[config.mk]
export PLATFORM = sky130hd
export DESIGN_NAME = input_conditioner
export DESIGN_NICKNAME = d
export VERILOG_FILES = /design/src/rtl/input_conditioner.sv
export SDC_FILE = /design/constraint.sdc
export NUM_CORES = 1
export LEC_CHECK = 0
export CELL_PAD_IN_SITES_DETAIL_PLACEMENT = 1
export CELL_PAD_IN_SITES_GLOBAL_PLACEMENT = 2
export CORE_ASPECT_RATIO = 0.6
export CORE_UTILIZATION = 39
export DETAILED_ROUTE_END_ITERATION = 8
export PLACE_DENSITY_LB_ADDON = 0.1
export SLEW_MARGIN = 20
export SYNTH_ARGS = -nofsm -noshare
export SYNTH_HDL_FRONTEND = slang
export SYNTH_SLANG_ARGS = --single-unit
[constraint.sdc]
create_clock -name clock -period 2.8 [get_ports clock]
set_input_delay 0.28 -clock clock [delete_from_list [all_inputs] [get_ports clock]]
set_output_delay 0.28 -clock clock [all_outputs]
set_load 0.05 [all_outputs]
[src/rtl/input_conditioner.sv]
// Input conditioner: two-flop synchronizers and per-bit debounce for buttons and
// switches, with press/release/long-press pulses and a switch-change strobe.
module input_conditioner #(
    parameter int NB_BTN          = 4,
    parameter int NB_SW           = 4,
    parameter int NB_DEBOUNCE     = 20,
    parameter int DEBOUNCE_CYCLES = 1000000,
    parameter int NB_LONG         = 28,
    parameter int LONG_CYCLES     = 100000000
) (
    input  logic              clock,
    input  logic              i_reset,
    input  logic [NB_BTN-1:0] i_btn,
    input  logic [NB_SW-1:0]  i_sw,
    output logic [NB_BTN-1:0] o_btn,
    output logic [NB_BTN-1:0] o_btn_press,
    output logic [NB_BTN-1:0] o_btn_release,
    output logic [NB_BTN-1:0] o_btn_long,
    output logic [NB_SW-1:0]  o_sw,
    output logic              o_sw_change
);

    localparam int NB_ALL = NB_BTN + NB_SW;

    localparam logic [NB_DEBOUNCE-1:0] DEB_LAST  = NB_DEBOUNCE'(DEBOUNCE_CYCLES - 1);
    localparam logic [NB_LONG-1:0]     LONG_LAST = NB_LONG'(LONG_CYCLES - 1);
    localparam logic [NB_LONG-1:0]     LONG_PRE  = (LONG_CYCLES > 1) ? NB_LONG'(LONG_CYCLES - 2) : '0;

    logic [NB_ALL-1:0]      raw;
    logic [NB_ALL-1:0]      sync_meta;
    logic [NB_ALL-1:0]      sync_s;
    logic [NB_ALL-1:0]      q;
    logic [NB_ALL-1:0]      accept;
    logic [NB_DEBOUNCE-1:0] deb_cnt  [NB_ALL];
    logic [NB_DEBOUNCE-1:0] deb_next [NB_ALL];

    logic [NB_LONG-1:0]     long_cnt  [NB_BTN];
    logic [NB_LONG-1:0]     long_next [NB_BTN];
    logic [NB_BTN-1:0]      long_hit;

    logic [NB_BTN-1:0]      btn_press_r;
    logic [NB_BTN-1:0]      btn_release_r;
    logic [NB_BTN-1:0]      btn_long_r;
    logic                   sw_change_r;

    // Buttons occupy the low bits and switches the high bits of every shared vector.
    assign raw = {i_sw, i_btn};

    always_ff @(posedge clock) begin
        if (i_reset) begin
            sync_meta <= '0;
            sync_s    <= '0;
        end else begin
            sync_meta <= raw;
            sync_s    <= sync_meta;
        end
    end

    // A bit is accepted once its synchronized value has disagreed with q for
    // DEBOUNCE_CYCLES consecutive edges; any agreement restarts the count.
    always_comb begin
        accept = '0;
        for (int i = 0; i < NB_ALL; i++) begin
            deb_next[i] = '0;
            if (sync_s[i] != q[i]) begin
                if (deb_cnt[i] == DEB_LAST) begin
                    accept[i] = 1'b1;
                end else begin
                    deb_next[i] = deb_cnt[i] + 1'b1;
                end
            end
        end
    end

    // The long counter saturates at LONG_LAST so a held button fires only once.
    always_comb begin
        long_hit = '0;
        for (int b = 0; b < NB_BTN; b++) begin
            long_next[b] = '0;
            if (LONG_CYCLES == 1) begin
                long_hit[b] = accept[b] & sync_s[b];
            end
            if (q[b]) begin
                if (long_cnt[b] != LONG_LAST) begin
                    long_next[b] = long_cnt[b] + 1'b1;
                    if ((LONG_CYCLES > 1) && (long_cnt[b] == LONG_PRE)) begin
                        long_hit[b] = 1'b1;
                    end
                end else begin
                    long_next[b] = long_cnt[b];
                end
            end
        end
    end

    always_ff @(posedge clock) begin
        if (i_reset) begin
            q <= '0;
            for (int i = 0; i < NB_ALL; i++) begin
                deb_cnt[i] <= '0;
            end
            for (int b = 0; b < NB_BTN; b++) begin
                long_cnt[b] <= '0;
            end
            btn_press_r   <= '0;
            btn_release_r <= '0;
            btn_long_r    <= '0;
            sw_change_r   <= 1'b0;
        end else begin
            q <= q ^ accept;
            for (int i = 0; i < NB_ALL; i++) begin
                deb_cnt[i] <= deb_next[i];
            end
            for (int b = 0; b < NB_BTN; b++) begin
                long_cnt[b] <= long_next[b];
            end
            btn_press_r   <= accept[NB_BTN-1:0] & sync_s[NB_BTN-1:0];
            btn_release_r <= accept[NB_BTN-1:0] & ~sync_s[NB_BTN-1:0];
            btn_long_r    <= long_hit;
            sw_change_r   <= |accept[NB_ALL-1:NB_BTN];
        end
    end

    assign o_btn         = q[NB_BTN-1:0];
    assign o_sw          = q[NB_ALL-1:NB_BTN];
    assign o_btn_press   = btn_press_r;
    assign o_btn_release = btn_release_r;
    assign o_btn_long    = btn_long_r;
    assign o_sw_change   = sw_change_r;

endmodule

Yosys cells after proc, flatten, opt, wreduce, memory -nomap -nowiden. Memories as Yosys holds them, arrays and structs flattened. Cells that the tools add are included.

Flip-flop bits (word level): 37. Output and inout port bits: 21. Bits in writable memories: 272. Memories kept: 2. Input bits: 10.

Memories: deb_cnt (words 8, bits a word 20, read ports 8, clocked after Yosys merged registers in 0, wr ports 8, line 34) `logic [NB_DEBOUNCE-1:0] deb_cnt [NB_ALL];`; long_cnt (words 4, bits a word 28, read ports 4, clocked after Yosys merged registers in 0, wr ports 4, line 37) `logic [NB_LONG-1:0] long_cnt [NB_BTN];`.

$add $sub $neg: 12. Reduce and logical (&&, ||, !) cells: 5. Equality and inequality tests: 24. Mux-type cells: 59. Bitwise operators: 24.

Operator list (number): $mux 20 (24); $mux 28 (12); $add 20x1->20 const B (8); $eq 20x20->1 const B (8); $add 28x1->28 const B (4); $eq 28x27->1 const B (4); $ne 28x27->1 const B (4); $mux 1 (23); $or 1x1->1 (12); $reduce_or 3->1 (4); $and 4x4->4 (2); $ne 1x1->1 (8); $not 1->1 (8); $xor 8x8->8 (1); $not 4->4 (1); $reduce_or 4->1 (1).

Logic depth before layout (Yosys ltp).
Depth in word-level cells: 4. Depth in mapped cells: 8. Gate-level depth less buffers: 6.

Least setup slack after synthesis. Ideal clock, no wire load.

Path type: register to register. Start point: memory long_cnt[2][1]. End point: memory long_cnt[2][11]. Buffers on the path: 2. Setup time: 0.115 ns. Cell stages (with the launch flop): 9. Slack: 0.850 ns. Arrival: 1.835 ns. Path through: dfxtp_1 > ha_1 > clkbuf_1 > nand3_1 > nor2_1 > and4_1 > buf_2 > nor4_1 > o21a_1.

RTL lines (line): from (decl) (37).

==> flow_metrics.tcl <==
set metrics [dict create \
    status "finished, final reports clean" \
    cts_hold_buf 0 \
    pin_count 31 \
    path_cells "ha_1 > nand3_1 > nor4b_2 > buf_4 > nand3_1 > or3_1 > a21oi_1" \
    synth-edff-count 0 \
    n_antenna_cell 0 \
    cpMaxStageDelayCell "dfxtp_1" \
    min_period_ps 2180 \
    clk_latency_ps 520 \
    grtUsageMet3_pct 3.168 \
    grt_busiest_layer "met1" \
    async_flop_share_pct 0 \
    setup_slack_ps 620.2 \
    cts_buffers 34 \
    final_net_count 1600 \
    grt_antenna_before_repair 0 \
    preCtsSetupSlack_ps 643.1 \
    cp_max_fo 7 \
    final_hold_viol_count 0 \
    ys_ff_latch 309 \
    synth_area_sq_um 13360 \
    rsz0062_at_grt "false" \
    setup_viol 0 \
    drtAntennaViolNets 0 \
    vias 10677 \
    max_freq_ghz 0.4588 \
    setup_tns_ps 0 \
    synth-main-ff-cell "dfxtp_1" \
    grt_start_max_net_pins 29 \
    die_area_sq_um 35010 \
    power_frac_comb_pct 0.7 \
    grt_pass1_wl_um 54450 \
    worstMarginPinSlew_ps 841.9 \
    hold_path_class "input port to flop" \
    drv_slew 0 \
    final_area_sq_um 15430 \
    mostFrequentLayoutCells "309 x dfxtp_1, 277 x nor2_1, 136 x xor2_1" \
    cts_setup_buffers 0 \
    initial_utilization_pct 39.63 \
    critPathBufInv 1 \
    drc_errors 0 \
    power_frac_clock_pct 51.5 \
    cts.reportedPaths.clkPinSlew_ps 70 \
    p_leak_nw 4.946 \
    ys_types 54 \
    fill_cells 3920 \
    p_sw_w 0.001888 \
    seqPwrFrac_pct 47.8 \
    synth_nets 1552 \
    finalClockSkew_ps 13.15 \
    worst_setup_path_end_kind "flop" \
    avgSynthCellArea_sq_um 8.752 \
    yosysWarningCount 0 \
    vias_per_cell 5.191 \
    cts_sinks 309 \
    clockBufferDepth 3 \
    grt_use_met1_pct 29.50 \
    rows 52 \
    final_common_cell "dfxtp_1" \
    arrival_ps 2630 \
    grt_pass1_vias 10697 \
    slew_headroom_pct 43.35 \
    area_growth_pct 15.53 \
    slowest_delay_ps 430 \
    path_class "flop to flop" \
    core-area_sq_um 33700 \
    drive_above_1_share_pct 5.820 \
    die_w_um 240.9 \
    cts.htree.levels 2 \
    globalplace.congestion 0.7758 \
    drtPass1Iterations 5 \
    met2_usage_pct 26.19 \
    port_buffers 30 \
    place_area_sq_um 14230 \
    post-route-period-util_pct 77.85 \
    power.density_nw_per_um2 599.4 \
    cts_tree "done" \
    crit_top_cell "nand3_1" \
    drtIter0Drc 463 \
    crit_family "simple AND/OR/NAND/NOR gates" \
    startpoint_type "flop" \
    cts-resized-gates 0 \
    switching_share_pct 20.41 \
    overflow 0 \
    drv_cap 0 \
    root_buffer "clkbuf_16" \
    drt_wl_total_um 32200 \
    required_ps 3250 \
    hpwl_um 22980 \
    wire_per_inst_um 15.65 \
    die_h_um 145.3 \
    ys_seq_area_share_pct 46.32 \
    syn_inst 1526 \
    grt_use_total_pct 18.80 \
    ir_drop_mv 0.3532 \
    p_int_w 0.007361 \
]
==> synthesized netlist by cell type, types with 6 or more instances <==
library cell | number | area [sq um]
a211oi_1 | 6 | 45.04
a21oi_1 | 29 | 145.1
a31oi_1 | 7 | 43.79
and2_1 | 12 | 75.07
and3_1 | 45 | 281.5
and4_1 | 25 | 219.0
clkbuf_1 | 31 | 116.4
dfxtp_1 | 309 | 6186
ha_1 | 16 | 200.2
inv_1 | 22 | 82.58
mux2i_1 | 7 | 70.07
nand2_1 | 105 | 394.1
nand2b_1 | 9 | 56.30
nand3_1 | 107 | 535.5
nand4_1 | 59 | 369.1
nor2_1 | 277 | 1040
nor2b_1 | 20 | 125.1
nor3_1 | 45 | 225.2
nor4_1 | 27 | 168.9
nor4b_1 | 15 | 131.4
o21ai_0 | 32 | 160.2
o31ai_1 | 6 | 45.04
or3_1 | 27 | 168.9
or4_1 | 10 | 75.07
xnor2_1 | 83 | 727.0
xor2_1 | 136 | 1191
==> final cells by class <==
| type | count | area, sq um | share of cell area, % |
|---|---|---|---|
| clock buffer | 52 | 1072 | 6.949 |
| clock inverter | 8 | 125.1 | 0.8109 |
| inverter | 22 | 82.58 | 0.5352 |
| multi-input combinational | 1155 | 6929 | 44.91 |
| sequential | 309 | 6186 | 40.09 |
| tap | 459 | 574.3 | 3.722 |
| timing repair buffer | 52 | 460.4 | 2.984 |
==> sequential cells by signal (all words and copies together), names as in the netlist, named ones only <==
register / cells
o_btn_press: 4
o_btn_release: 4
o_btn_long: 4
sync_meta: 8
o_sw_change: 1
deb_cnt: 160
long_cnt: 112
sync_s: 8
==> routing by layer <==
| layer | vias to the layer above | share of wire, % | wire (um) |
|---|---|---|---|
| li1 | 5388 | - | - |
| met1 | 5163 | 57 | 18300 |
| met2 | 86 | 39 | 12580 |
| met3 | 40 | 2.6 | 850 |
| met4 | 0 | 1.4 | 461 |
| met5 | - | 0 | 0 |
==> power by group through the flow <==
stage	logic (W)	clock network, W	registers (W)
3_5_place_dp	0.0000692	0	0.00452
2_1_floorplan	0.0000387	0	0.00451
3_3_place_gp	0.0000687	0	0.00452
4_1_cts	0.0000699	0.00493	0.00442
6_report	0.0000676	0.00476	0.00442
5_1_grt	0.0000762	0.00514	0.00442
==> cells by family after synthesis <==
logic type      share of synthesized area, %
compound gates                         4.281
flops                                  46.32
buf+inv                                1.799
mux                                   0.5247
fa+ha+maj                              1.499
simple gates                           31.22
xor+xnor                               14.36
==> per-stage QoR <==
step / total power [W] / utilization [%] / hold WS, ps / std cells
2_1_floorplan: 0.004553 / - / 408.2 / 1526
3_3_place_gp: 0.004586 / 42.23 / 422.0 / 1997
3_5_place_dp: 0.004588 / 42.23 / 435.4 / 1997
4_1_cts: 0.009423 / 45.78 / 184.0 / 2057
5_1_grt: 0.009631 / 45.78 / 209.1 / 2057
6_report: 0.009249 / 45.78 / 218.8 / 2057
==> path summary, 6_finish.rpt <==
kind | start | end | slack, ps | depth (start not counted)
worst min-delay path | i_reset | flop | 220 | 2
worst max-delay path | long_cnt[1][0] | long_cnt[1][24] | 620 | 7
worst max register to register | long_cnt[1][0] | long_cnt[1][24] | 620 | 7
worst min register to register | deb_cnt[1][60] | deb_cnt[1][60] | 440 | 1
(Power assumes the default switching activity.)
